==> config.mk <==
export PLATFORM = sky130hd
export DESIGN_NAME = instr_encoder
export DESIGN_NICKNAME = d
export VERILOG_FILES = /design/src/rtl/instr_encoder_pkg.sv /design/src/rtl/instr_encoder_pack.sv /design/src/rtl/instr_encoder.sv
export SDC_FILE = /design/constraint.sdc
export NUM_CORES = 1
export LEC_CHECK = 0
export ABC_CLOCK_PERIOD_IN_PS = 3200
export CORE_MARGIN = 2
export CORE_UTILIZATION = 42
export CTS_CLUSTER_DIAMETER = 200
export DETAILED_ROUTE_END_ITERATION = 16
export HOLD_SLACK_MARGIN = 0.1
export PLACE_DENSITY = 0.78
export SLEW_MARGIN = 20
export SYNTH_ARGS = -nofsm -noshare
export SYNTH_HDL_FRONTEND = slang
export SYNTH_SLANG_ARGS = --single-unit
==> constraint.sdc <==
create_clock -name clk -period 3.2 [get_ports clk]
set_clock_uncertainty 0.2 [all_clocks]
set_input_delay 0.64 -clock clk [delete_from_list [all_inputs] [get_ports clk]]
set_output_delay 0.64 -clock clk [all_outputs]
set_load 0.02 [all_outputs]
==> src/rtl/instr_encoder_pkg.sv <==
// Shared ISA definitions for the instruction encoder and decoder:
// opcode/condition enumerations, field widths and the encoder FSM states.
package instr_encoder_pkg;

   localparam int WORD_W      = 16;
   localparam int ADDR_W      = 10;
   localparam int IMM_W       = 10;
   localparam int VXORI_IMM_W = 5;
   localparam int VMEM_IMM_W  = 3;
   localparam int ALUI_IMM_W  = 4;

   typedef enum logic [3:0] {
      OP_CMP   = 4'd0,
      OP_J     = 4'd1,
      OP_VXOR  = 4'd2,
      OP_VXORI = 4'd3,
      OP_VLD   = 4'd4,
      OP_VSTR  = 4'd5,
      OP_VSR   = 4'd6,
      OP_VSL   = 4'd7,
      OP_VSWAP = 4'd8,
      OP_ADD   = 4'd9,
      OP_SUB   = 4'd10,
      OP_ADDI  = 4'd11,
      OP_SUBI  = 4'd12,
      OP_NOP   = 4'd13,
      OP_END   = 4'd14,
      OP_RSVD  = 4'd15
   } op_e;

   typedef enum logic [1:0] {
      COND_EQ = 2'd0,
      COND_GT = 2'd1,
      COND_AL = 2'd2,
      COND_NE = 2'd3
   } cond_e;

   typedef enum logic [1:0] {
      ST_IDLE = 2'd0,
      ST_RUN  = 2'd1,
      ST_DONE = 2'd2,
      ST_ERR  = 2'd3
   } enc_state_e;

   // True when imm has no bits set at or above position width.
   function automatic logic imm_fits(input logic [IMM_W-1:0] imm, input int width);
      return (imm >> width) == '0;
   endfunction

endpackage

==> src/rtl/instr_encoder_pack.sv <==
// Combinational field packer: places instruction fields into the 16-bit word
// and flags reserved opcodes or immediates too wide for their slot.
module instr_pack
   import instr_encoder_pkg::*;
(
   input  op_e               op,
   input  cond_e             cond,
   input  logic [3:0]        ra,
   input  logic [3:0]        rb,
   input  logic [3:0]        rd,
   input  logic [1:0]        va,
   input  logic [1:0]        vd,
   input  logic [IMM_W-1:0]  imm,
   input  logic [2:0]        bsrc,
   input  logic [2:0]        bdst,
   output logic [WORD_W-1:0] word,
   output logic              fault
);

   always_comb begin
      word      = '0;
      fault     = 1'b0;
      word[3:0] = op;
      case (op)
         OP_CMP: begin
            word[13:10] = ra;
            word[9:6]   = rb;
         end
         OP_J: begin
            word[15:14] = cond;
            word[13:4]  = imm;
         end
         OP_VXOR, OP_VSR, OP_VSL: begin
            word[15:14] = cond;
            word[12:11] = va;
            word[10:9]  = vd;
            word[8:5]   = ra;
         end
         OP_VXORI: begin
            word[15:14] = cond;
            word[12:11] = va;
            word[10:9]  = vd;
            word[8:4]   = imm[VXORI_IMM_W-1:0];
            fault       = !imm_fits(imm, VXORI_IMM_W);
         end
         OP_VLD, OP_VSTR: begin
            word[15:14] = cond;
            word[13:10] = ra;
            word[9:8]   = (op == OP_VLD) ? vd : va;
            word[7:5]   = imm[VMEM_IMM_W-1:0];
            fault       = !imm_fits(imm, VMEM_IMM_W);
         end
         OP_VSWAP: begin
            word[15:14] = cond;
            word[13:12] = va;
            word[11:10] = vd;
            word[9:7]   = bsrc;
            word[6:4]   = bdst;
         end
         OP_ADD, OP_SUB: begin
            word[15:12] = ra;
            word[11:8]  = rd;
            word[7:4]   = rb;
         end
         OP_ADDI, OP_SUBI: begin
            word[15:12] = ra;
            word[11:8]  = rd;
            word[7:4]   = imm[ALUI_IMM_W-1:0];
            fault       = !imm_fits(imm, ALUI_IMM_W);
         end
         OP_NOP, OP_END: ;
         default: fault = 1'b1;
      endcase
   end

endmodule

==> src/rtl/instr_encoder.sv <==
// Instruction encoder: accepts field bundles, packs them into words and streams
// them with consecutive addresses into instruction memory until END or a fault.
module instr_encoder
   import instr_encoder_pkg::*;
(
   input  logic               clk,
   input  logic               rst_n,
   input  logic               start,
   input  logic               in_valid,
   output logic               in_ready,
   input  logic [3:0]         in_op,
   input  logic [1:0]         in_cond,
   input  logic [3:0]         in_ra,
   input  logic [3:0]         in_rb,
   input  logic [3:0]         in_rd,
   input  logic [1:0]         in_va,
   input  logic [1:0]         in_vd,
   input  logic [IMM_W-1:0]   in_imm,
   input  logic [2:0]         in_bsrc,
   input  logic [2:0]         in_bdst,
   output logic               out_valid,
   input  logic               out_ready,
   output logic [WORD_W-1:0]  out_word,
   output logic [ADDR_W-1:0]  out_addr,
   output logic               done,
   output logic               err,
   output enc_state_e         dbg_state
);

   // Handshakes: a transfer occurs on a rising edge where valid && ready; valid
   // never depends on ready, and the payload stays stable while valid && !ready.

   op_e               in_op_e;
   logic [WORD_W-1:0] pack_word;
   logic              pack_fault;
   logic              accept;
   logic              out_fire;

   enc_state_e        state_q, state_d;
   logic [ADDR_W-1:0] addr_q, addr_d;
   logic              out_valid_q, out_valid_d;
   logic [WORD_W-1:0] out_word_q, out_word_d;
   logic [ADDR_W-1:0] out_addr_q, out_addr_d;
   logic              end_pend_q, end_pend_d;
   logic              ovf_pend_q, ovf_pend_d;
   logic              done_q, done_d;
   logic              err_q, err_d;

   assign in_op_e = op_e'(in_op);

   instr_pack u_pack (
      .op    (in_op_e),
      .cond  (cond_e'(in_cond)),
      .ra    (in_ra),
      .rb    (in_rb),
      .rd    (in_rd),
      .va    (in_va),
      .vd    (in_vd),
      .imm   (in_imm),
      .bsrc  (in_bsrc),
      .bdst  (in_bdst),
      .word  (pack_word),
      .fault (pack_fault)
   );

   // Intake stops once END or the last address is in flight so nothing follows it.
   assign in_ready = (state_q == ST_RUN) && !end_pend_q && !ovf_pend_q &&
                     (!out_valid_q || out_ready);
   assign accept   = in_valid && in_ready;
   assign out_fire = out_valid_q && out_ready;

   always_comb begin
      state_d     = state_q;
      addr_d      = addr_q;
      out_valid_d = out_valid_q;
      out_word_d  = out_word_q;
      out_addr_d  = out_addr_q;
      end_pend_d  = end_pend_q;
      ovf_pend_d  = ovf_pend_q;
      done_d      = done_q;
      err_d       = err_q;

      if (out_fire) out_valid_d = 1'b0;

      case (state_q)
         ST_IDLE, ST_DONE, ST_ERR: begin
            if (start) begin
               state_d = ST_RUN;
               addr_d  = '0;
               done_d  = 1'b0;
               err_d   = 1'b0;
            end
         end
         ST_RUN: begin
            if (accept) begin
               if (pack_fault) begin
                  state_d = ST_ERR;
                  err_d   = 1'b1;
               end else begin
                  out_valid_d = 1'b1;
                  out_word_d  = pack_word;
                  out_addr_d  = addr_q;
                  addr_d      = addr_q + 1'b1;
                  if (in_op_e == OP_END)  end_pend_d = 1'b1;
                  else if (&addr_q)       ovf_pend_d = 1'b1;
               end
            end else if (out_fire && end_pend_q) begin
               state_d    = ST_DONE;
               done_d     = 1'b1;
               end_pend_d = 1'b0;
            end else if (out_fire && ovf_pend_q) begin
               state_d    = ST_ERR;
               err_d      = 1'b1;
               ovf_pend_d = 1'b0;
            end
         end
         default: state_d = ST_IDLE;
      endcase
   end

   always_ff @(posedge clk or negedge rst_n) begin
      if (!rst_n) begin
         state_q     <= ST_IDLE;
         addr_q      <= '0;
         out_valid_q <= 1'b0;
         out_word_q  <= '0;
         out_addr_q  <= '0;
         end_pend_q  <= 1'b0;
         ovf_pend_q  <= 1'b0;
         done_q      <= 1'b0;
         err_q       <= 1'b0;
      end else begin
         state_q     <= state_d;
         addr_q      <= addr_d;
         out_valid_q <= out_valid_d;
         out_word_q  <= out_word_d;
         out_addr_q  <= out_addr_d;
         end_pend_q  <= end_pend_d;
         ovf_pend_q  <= ovf_pend_d;
         done_q      <= done_d;
         err_q       <= err_d;
      end
   end

   assign out_valid = out_valid_q;
   assign out_word  = out_word_q;
   assign out_addr  = out_addr_q;
   assign done      = done_q;
   assign err       = err_q;
   assign dbg_state = state_q;

endmodule
[After elaboration in Yosys (flattened, before gate mapping)]
Index checks and enable logic that the tools add are counted.
Operators by class
  multiplexer cells: 40
  bitwise gates (word level): 1
  equal/unequal tests: 31
  reduce and logical (&&, ||, !) cells: 39
  add/sub/neg operators: 1
Operator list (count)
  7-bit case mux with 8 select lines: 1
  10-bit logical NOT: 3
  10-bit two-way mux: 3
  4-bit == test (second input constant): 7
  1-bit two-way mux: 21
  10-bit case mux with 2 select lines: 1
  4-bit by 3-bit == test with 1-bit output (second input constant): 4
  2-bit != test (second input constant): 7
  2-bit two-way mux: 6
  3-bit AND reduction: 4
  10-bit by 1-bit adder with 10-bit output (second input constant): 1
  10-bit AND reduction: 1
  10-bit OR reduction: 1
  3-bit OR reduction: 3
  4-bit by 2-bit == test with 1-bit output (second input constant): 2
  1-bit case mux with 4 select lines: 2
  2-bit case mux with 2 select lines: 2
  4-bit AND reduction: 2
  4-bit OR reduction: 2
  8-bit OR reduction: 1
  1-bit logical AND: 7
  1-bit logical NOT: 6
  2-bit by 1-bit != test with 1-bit output (second input constant): 3
  3-bit != test (second input constant): 2
  15 further kinds: 20
Word-level totals
  input port bits: 43
  output and inout port bits: 32
  bits in registers: 43

[Logic depth before layout (Yosys ltp)]
Gate-level depths: netlist of the first run.
  word-level depth: 7
  gate-level depth with buffers: 10

[Modules after synthesis]
Synthesis of the first run repeated with hierarchy kept, for this count alone.
Unflattened totals
  cells, all modules: 322
  area, all modules: 2707.6 µm²
By module, submodules not included
  instr_encoder: area an instance 1899.3 µm², cells an instance 201, instances 1
  instr_pack: area an instance 808.3 µm², cells an instance 121, instances 1

[Worst setup path after synthesis of the first run]
OpenSTA, ideal clock, no wires.
  path kind: input to register
  start: in in_op[0]
  end: reg addr_q[3]
  buffers on the path: 4
  data required time: 2.869 ns
  data arrival time: 2.381 ns
  stages on the path: 10
  setup slack: 0.488 ns
  library setup time: 0.131 ns
  cell sequence: buf_2 -> or3b_2 -> a21oi_1 -> or4_1 -> buf_2 -> or2_1 -> buf_2 -> clkbuf_1 -> o211ai_1 -> o31ai_1
On the way
  cells in the longest elaborated chain, start to end: 5
  elaborated cells between the ends (all ways): 21
  classes of those cells: 15 x eq/ne; 1 x mux; 5 x reduce/logical
RTL lines
  from (decl): RTL line instr_encoder.sv:11  | input logic [3:0] in_op,
  4-bit == test, or another cell as far along: RTL line instr_encoder_pack.sv:24  | case (op)
  10-bit OR reduction (no source line) / 2-bit OR reduction (equally long branches)
  1-bit case mux with 4 select lines *: RTL line instr_encoder_pack.sv:24
  2-bit != test (no source line) *
  3-bit AND reduction (no source line) *
  to (signal assigned): RTL line instr_encoder.sv:134  | addr_q <= addr_d;
  to (decl): RTL line instr_encoder.sv:40  | logic [ADDR_W-1:0] addr_q, addr_d;
Mark *: on every way between the ends. The rest lies on a longest branch, timed or not.
A chain may end at the register's enable or synchronous reset.

[Worst setup path in the final report of the first run]
  start: in out_ready
  end: out in_ready
On the way
  cells in the longest elaborated chain, start to end: 2
RTL lines
  from (decl): RTL line instr_encoder.sv:22  | input logic out_ready,
  1-bit logical OR: RTL line instr_encoder.sv:68  | (!out_valid_q || out_ready);
  1-bit logical AND: RTL line instr_encoder.sv:67  | assign in_ready = (state_q == ST_RUN) && !end_pend_q && !ovf_pend_q &&
  to (decl): RTL line instr_encoder.sv:10  | output logic in_ready,
Every way passes these cells.

==> flow_summary.ini, run 1 <==
[yosys]
post_synth_fa_ha_maj_area_fraction_pct = 0.481
yosys-mux-area-fraction_pct = 4.47
synth-compound-area-share_pct = 18.5
netlist_area_sq_um = 2600
synth-seq-cells = 43
post_synthesis_simple_gate_area_fraction_pct = 28.1
netlist-cell-type-count = 49
synth-edff-count = 0
combinational_family_with_the_most_area_after_synthesis = simple AND/OR/NAND/NOR gates
synth.yosys.warnings = 0
synth_sequential_area_ratio_pct = 41.3
syn_inst = 325
synth.net_count = 369
synth_async_sr_flop_share_pct = 100
syn_area_per_cell_sq_um = 8.01
synthFlopType = sky130_fd_sc_hd__dfrtp_1
synthXorXnorAreaFrac_pct = 2.02

[clocking]
numClockSinks = 43
cts_tree = yes
postCtsHoldBufs = 0
cts_made_buffers = 5
cts_repair_resize_count = 0
cts.repair_timing.setup_buffer_count = 0
ctsRootBufferMaster = sky130_fd_sc_hd__clkbuf_8
clock_latency_on_the_worst_skew_pair_ns = 0.30
h-tree-depth = 2
clk_pin_slew_worst_paths_ns = 0.08
cts_max_path_buffers = 2

[critical_path]
r2r_slack_ns = 0.70
timing.critical_path.required_ns = 2.36
timing.critical_path.arrival_ns = 2.15
cp.buffers_inverters = 3
cp_top_family = buffers and inverters
cp-end-kind = primary output
cp_cell_sequence = clkdlybuf4s50_1 -> nand2b_1 -> nand3_2 -> inv_1 -> clkdlybuf4s50_1
critPathMaxFanout = 4
max_stage_delay_ns = 0.60
crit_type = in -> out
critPathSlowestCell = sky130_fd_sc_hd__clkdlybuf4s50_1
start_kind = input pin
critical-path-top-cell-by-count = sky130_fd_sc_hd__clkdlybuf4s50_1

[routing]
routedWlPerCell_um = 15.3
count_of_unresolved_drc_violations_after_routing = 0
drt_wl_total_um = 7170
detail-route-antenna-nets = 0
avgViaCountPerCell = 5.55
drt_pre_antenna_iters = 4
detailroute.via_count = 2610
drtIter0Drc = 146

[die]
die_x_um = 82.7
coreArea_sq_um = 5960
full_die_area_sq_um = 6850
vertical_die_dimension_um = 82.7
core.rowCount = 28
boundaryPins = 75
initial_core_util_pct = 43.7

[global_route]
grt_pass1_vias = 2533
antenna_found_initial = 0
grt_max_degree = 44
grt_pass1_wl_um = 11900
grt-ovfl-total = 0
groute.usage.overall_pct = 22.7

[finish]
mostFrequentLayoutCells = 80 x sky130_fd_sc_hd__nand2_1, 73 x sky130_fd_sc_hd__clkdlybuf4s50_1, 43 x sky130_fd_sc_hd__dfrtp_1
flow.area_growth_from_synthesis_pct = 35.6
finish.net_count = 438
layout-drive-gt1-share_pct = 7.34
insertedDiodeCount = 0
most_frequent_standard_cell_in_the_layout_excluding_fill_and_tap_cells = sky130_fd_sc_hd__nand2_1

[power_and_ir_drop]
finalPower_mw = 2.10
max-vdd-ir-drop_mv = 0.480
power-per-cell-area_nw_per_um2 = 593
total_leakage_power_nw = 1.50

[timing]
unrepaired_setup_endpoints_after_global_routing = false
timing.max_slew.rel_slack_pct = 37.1
timing.final.setup_violations = 0
tns_ns = 0
finalCriticalPeriod_ns = 2.99
max_freq_ghz = 0.334
final_max_slew_viol_count = 0
finalCritPeriodShare_pct = 93.5
final-hold-violation-count = 0
worstMarginPinSlew_ns = 0.943

[place]
detailed_place_hpwl_um = 5460
placement.io_buffers = 74
globalplace.congestion = 0.896

[outcome]
status = complete, no violations

[flow_run]
cap_viol_max_count = 0

[worst_hold_path]
holdCritPathClass = in -> async
## stage by stage
stage	utilization [%]	worst slack, ns	cells	hold WS, ns	area (sq um)
after floorplan	-	0.488	325	0.144	2600
after global placement	57.9	0.182	462	0.258	3450
after detailed placement	57.9	0.101	462	0.263	3450
after CTS	59.3	0.203	470	0.284	3530
after global routing	59.3	0.167	470	0.299	3530
final	59.3	0.208	470	0.276	3530
## state kept, by name, indices dropped and copies added (netlist names)
| signal | flops |
|---|---|
| addr_q | 10 |
| dbg_state | 2 |
| done | 1 |
| end_pend_q | 1 |
| err | 1 |
| out_addr | 10 |
| out_valid | 1 |
| out_word | 16 |
| ovf_pend_q | 1 |
## cells by family after synthesis
family                   after synthesis
AO/OA/AOI/OAI                         77
XOR/XNOR                               6
buffers and inverters                 31
flip-flops                            43
multiplexers                          11
AND/OR/NAND/NOR                      156
adder cells (fa/ha/maj)                1
## path summary, 6_finish.rpt
check | startpoint | end | cells past startpoint
setup / recovery | out_ready | in_ready | 5
hold / removal | rst_n | done$_DFFE_PN0P_ | 1
min in group clk | out_addr[7]$_DFFE_PN0P_ | out_addr[7]$_DFFE_PN0P_ | 2
setup reg to reg | dbg_state[1]$_DFFE_PN0P_ | out_word[4]$_DFFE_PN0P_ | 8
max in group asynchronous | rst_n | out_word[7]$_DFFE_PN0P_ | 1
hold reg to reg | out_addr[7]$_DFFE_PN0P_ | out_addr[7]$_DFFE_PN0P_ | 2
## synthesized netlist by cell type (all sizes together) (2+ instances only)
cell type / number / area, sq um
mux2: 5 / 56.3
nand2: 80 / 300
nor2b: 4 / 27.5
mux2i: 6 / 60.1
nand2b: 6 / 37.5
o221ai: 5 / 43.8
or4: 2 / 15.0
nor3b: 7 / 52.6
clkbuf: 15 / 56.3
nor2: 19 / 71.3
and3: 2 / 12.5
a21oi: 18 / 90.1
buf: 10 / 53.8
nand3: 16 / 85.1
a221oi: 2 / 17.5
dfrtp: 43 / 1080
o21ai: 24 / 120
nand3b: 2 / 15.0
o211ai: 3 / 22.5
inv: 6 / 22.5
nand4: 2 / 12.5
xnor2: 6 / 52.6
a22oi: 8 / 60.1
o21a: 3 / 22.5
a31oi: 3 / 18.8
o22ai: 2 / 12.5
nor4: 5 / 31.3
nor3: 5 / 25.0
## area by class of cell
cell class                      count  area, sq um
Fill cell                         566         2420
Clock inverter                      2         12.5
Inverter                            6         22.5
Clock buffer                        6         72.6
Sequential cell                    43         1080
Tap cell                           75         93.8
Multi-Input combinational cell    251         1400
Timing Repair Buffer               87          858
## per-layer routing
layer / wire length, um / vias up / track usage (%)
li1: - / 1281 / -
met1: 3220 / 1219 / 30.1
met2: 3360 / 96 / 37.2
met3: 398 / 14 / 3.37
met4: 187 / 0 / 8.85
met5: 0 / - / 0
## where the power goes
group / internal (mW) / leakage [nW] / switching, mW
Sequential: 0.689 / 0.565 / 0.0964
Clock: 0.153 / 0.0412 / 0.191
Combinational: 0.447 / 0.897 / 0.519
Total: 1.29 / 1.50 / 0.807
No activity file was read; power rests on OpenSTA's default activity.
==> run 2, diff against run 1 <==
--- a/config.mk
+++ b/config.mk
@@ -6,11 +6,12 @@
 export NUM_CORES = 1
 export LEC_CHECK = 0
 export ABC_CLOCK_PERIOD_IN_PS = 3200
+export CAP_MARGIN = 20
 export CORE_MARGIN = 2
 export CORE_UTILIZATION = 42
 export CTS_CLUSTER_DIAMETER = 200
 export DETAILED_ROUTE_END_ITERATION = 16
-export HOLD_SLACK_MARGIN = 0.1
+export HOLD_SLACK_MARGIN = 0.05
 export PLACE_DENSITY = 0.78
 export SLEW_MARGIN = 20
 export SYNTH_ARGS = -nofsm -noshare
==> results of run 2 <==
No change in the layout: final DEF, timing and power equal those of run 1.
==> run 3, diff against run 2 <==
--- a/config.mk
+++ b/config.mk
@@ -5,7 +5,7 @@
 export SDC_FILE = /design/constraint.sdc
 export NUM_CORES = 1
 export LEC_CHECK = 0
-export ABC_CLOCK_PERIOD_IN_PS = 3200
+export ABC_CLOCK_PERIOD_IN_PS = 3800
 export CAP_MARGIN = 20
 export CORE_MARGIN = 2
 export CORE_UTILIZATION = 42
==> constraint.sdc (replaced) <==
create_clock -name clk -period 3.8 [get_ports clk]
set_clock_uncertainty 0.2 [all_clocks]
set_input_delay 0.76 -clock clk [delete_from_list [all_inputs] [get_ports clk]]
set_output_delay 0.76 -clock clk [all_outputs]
set_load 0.02 [all_outputs]
==> run 3 against run 2 <==
Compared with the run above: sequential power fell by 15%; first-iteration DRC count down 0.68%; clock power decreased by 15%; count of clock-buffer cells in the layout is the same; cell count shrank 0.64%; routed wire length is 0.24% lower; critical endpoint unchanged; largest cell class unchanged; highest routed layer unchanged.
==> flow_summary.ini, run 3 (synthesis gave the netlist of run 1 again) <==
[timing]
finalCriticalPeriod_ns = 3.21
max_freq_ghz = 0.312
worstMarginPinSlew_ns = 0.949
timing.max_slew.rel_slack_pct = 36.7
timing.final.setup_violations = 0
final-hold-violation-count = 0
final_max_slew_viol_count = 0
unrepaired_setup_endpoints_after_global_routing = false
finalCritPeriodShare_pct = 84.5
tns_ns = 0
finalHoldWorstSlack_ns = 0.275

[routing]
drtIter0Drc = 145
routedWlPerCell_um = 15.3
avgViaCountPerCell = 5.60
drt_pre_antenna_iters = 4
count_of_unresolved_drc_violations_after_routing = 0
detail-route-antenna-nets = 0
drt_wl_total_um = 7150
detailroute.via_count = 2616

[clocking]
postCtsHoldBufs = 0
cts_tree = yes
clock_latency_on_the_worst_skew_pair_ns = 0.29
clk_pin_slew_worst_paths_ns = 0.08
cts_max_path_buffers = 2
h-tree-depth = 2
cts.repair_timing.setup_buffer_count = 0
cts_repair_resize_count = 0
ctsRootBufferMaster = sky130_fd_sc_hd__clkbuf_8
numClockSinks = 43
cts_made_buffers = 5

[flow_run]
cap_viol_max_count = 0

[power_and_ir_drop]
power-per-cell-area_nw_per_um2 = 502
switchingPower_uw = 670
power_report.internal_total_mw = 1.09
seq_power_share_pct = 37.8
max-vdd-ir-drop_mv = 0.363
power_frac_clock_pct = 16.7
total_leakage_power_nw = 1.49
power.switching_fraction_pct = 38.0
combinationalPowerShare_pct = 45.6

[global_route]
antenna_found_initial = 0
grt_pass1_vias = 2475
grt_pass1_wl_um = 11900
groute.usage.overall_pct = 22.8
grt_max_degree = 44
grt-ovfl-total = 0

[die]
initial_core_util_pct = 43.7
coreArea_sq_um = 5960
vertical_die_dimension_um = 82.7
boundaryPins = 75
die_x_um = 82.7
full_die_area_sq_um = 6850
core.rowCount = 28

[finish]
insertedDiodeCount = 0
final_util_pct = 58.9
finish.net_count = 436
flow.area_growth_from_synthesis_pct = 34.6
mostFrequentLayoutCells = 80 x sky130_fd_sc_hd__nand2_1, 73 x sky130_fd_sc_hd__clkdlybuf4s50_1, 43 x sky130_fd_sc_hd__dfrtp_1
most_frequent_standard_cell_in_the_layout_excluding_fill_and_tap_cells = sky130_fd_sc_hd__nand2_1
layout-drive-gt1-share_pct = 6.89
largest_register_ffs = 16

[critical_path]
cp-end-kind = primary output
critical-path-top-cell-by-count = sky130_fd_sc_hd__clkdlybuf4s50_1
timing.critical_path.required_ns = 2.84
max_stage_delay_ns = 0.60
cp_cell_sequence = clkdlybuf4s50_1 -> nand2b_1 -> nand3_2 -> inv_1 -> clkdlybuf4s50_1
reg2reg_from = dbg_state[1]$_DFFE_PN0P_
rr_worst_depth = 7
worst_r2r_endpoint = addr_q[4]$_DFFE_PN0P_
crit_type = in -> out
r2r_slack_ns = 1.12
critPathMaxFanout = 4
critPathSlowestCell = sky130_fd_sc_hd__clkdlybuf4s50_1
timing.critical_path.arrival_ns = 2.25
start_kind = input pin

[place]
globalplace.congestion = 0.904
placement.io_buffers = 74
detailed_place_hpwl_um = 5470

[outcome]
status = complete, no violations

[worst_hold_path]
holdCritPathClass = reg -> reg
start_point_of_the_worst_min_delay_path = out_addr[9]$_DFFE_PN0P_
hold_path_end = out_addr[9]$_DFFE_PN0P_
timing.hold.worst_path_depth = 2
==> run 3: final cells by class <==
cell class | instances | area [sq um]
Clock buffer | 6 | 82.6
Clock inverter | 1 | 5.00
Fill cell | 557 | 2450
Inverter | 6 | 22.5
Multi-Input combinational cell | 251 | 1400
Sequential cell | 43 | 1080
Tap cell | 75 | 93.8
Timing Repair Buffer | 85 | 831
==> run 3: how the worst max path moves through the flow <==
| stage | startpoint | end | depth (start not counted) |
|---|---|---|---|
| detailed placement | out_ready | addr_q[4]$_DFFE_PN0P_ | 8 |
| floorplan | in_op[0] | addr_q[3]$_DFFE_PN0P_ | 10 |
| global placement | out_ready | addr_q[4]$_DFFE_PN0P_ | 8 |
| global route | out_ready | in_ready | 5 |
| finish | out_ready | in_ready | 5 |
| CTS | out_ready | in_ready | 5 |
==> run 3: metrics by stage <==
stage | setup slack, ns | instance area (sq um) | cells | total power [mW]
2_1_floorplan | 0.968 | 2600 | 325 | 1.09
5_1_grt | 0.520 | 3510 | 467 | 1.89
3_5_place_dp | 0.420 | 3420 | 460 | 1.48
3_3_place_gp | 0.463 | 3420 | 460 | 1.47
4_1_cts | 0.583 | 3510 | 467 | 1.78
6_report | 0.591 | 3510 | 467 | 1.76
==> run 3: worst max-delay path: cells and delay by family <==
family                 cells  cell delay (ns)
buffers and inverters      3             1.19
and+or+nand+nor            2             0.29
==> run 3: routing by layer <==
layer | wire, um | vias up | part of all wire [%] | track usage [%]
li1 | - | 1273 | - | -
met1 | 3140 | 1231 | 44 | 30.3
met2 | 3470 | 102 | 49 | 38.6
met3 | 434 | 10 | 6.1 | 3.70
met4 | 103 | 0 | 1.4 | 6.07
met5 | 0 | - | 0 | 0
==> run 3: power groups by stage <==
stage,clock [mW],combinational (mW),sequential [mW]
after detailed placement,0,0.804,0.675
after floorplan,0,0.299,0.795
final,0.293,0.802,0.666
after global routing,0.322,0.880,0.686
after CTS,0.301,0.810,0.667
after global placement,0,0.795,0.672
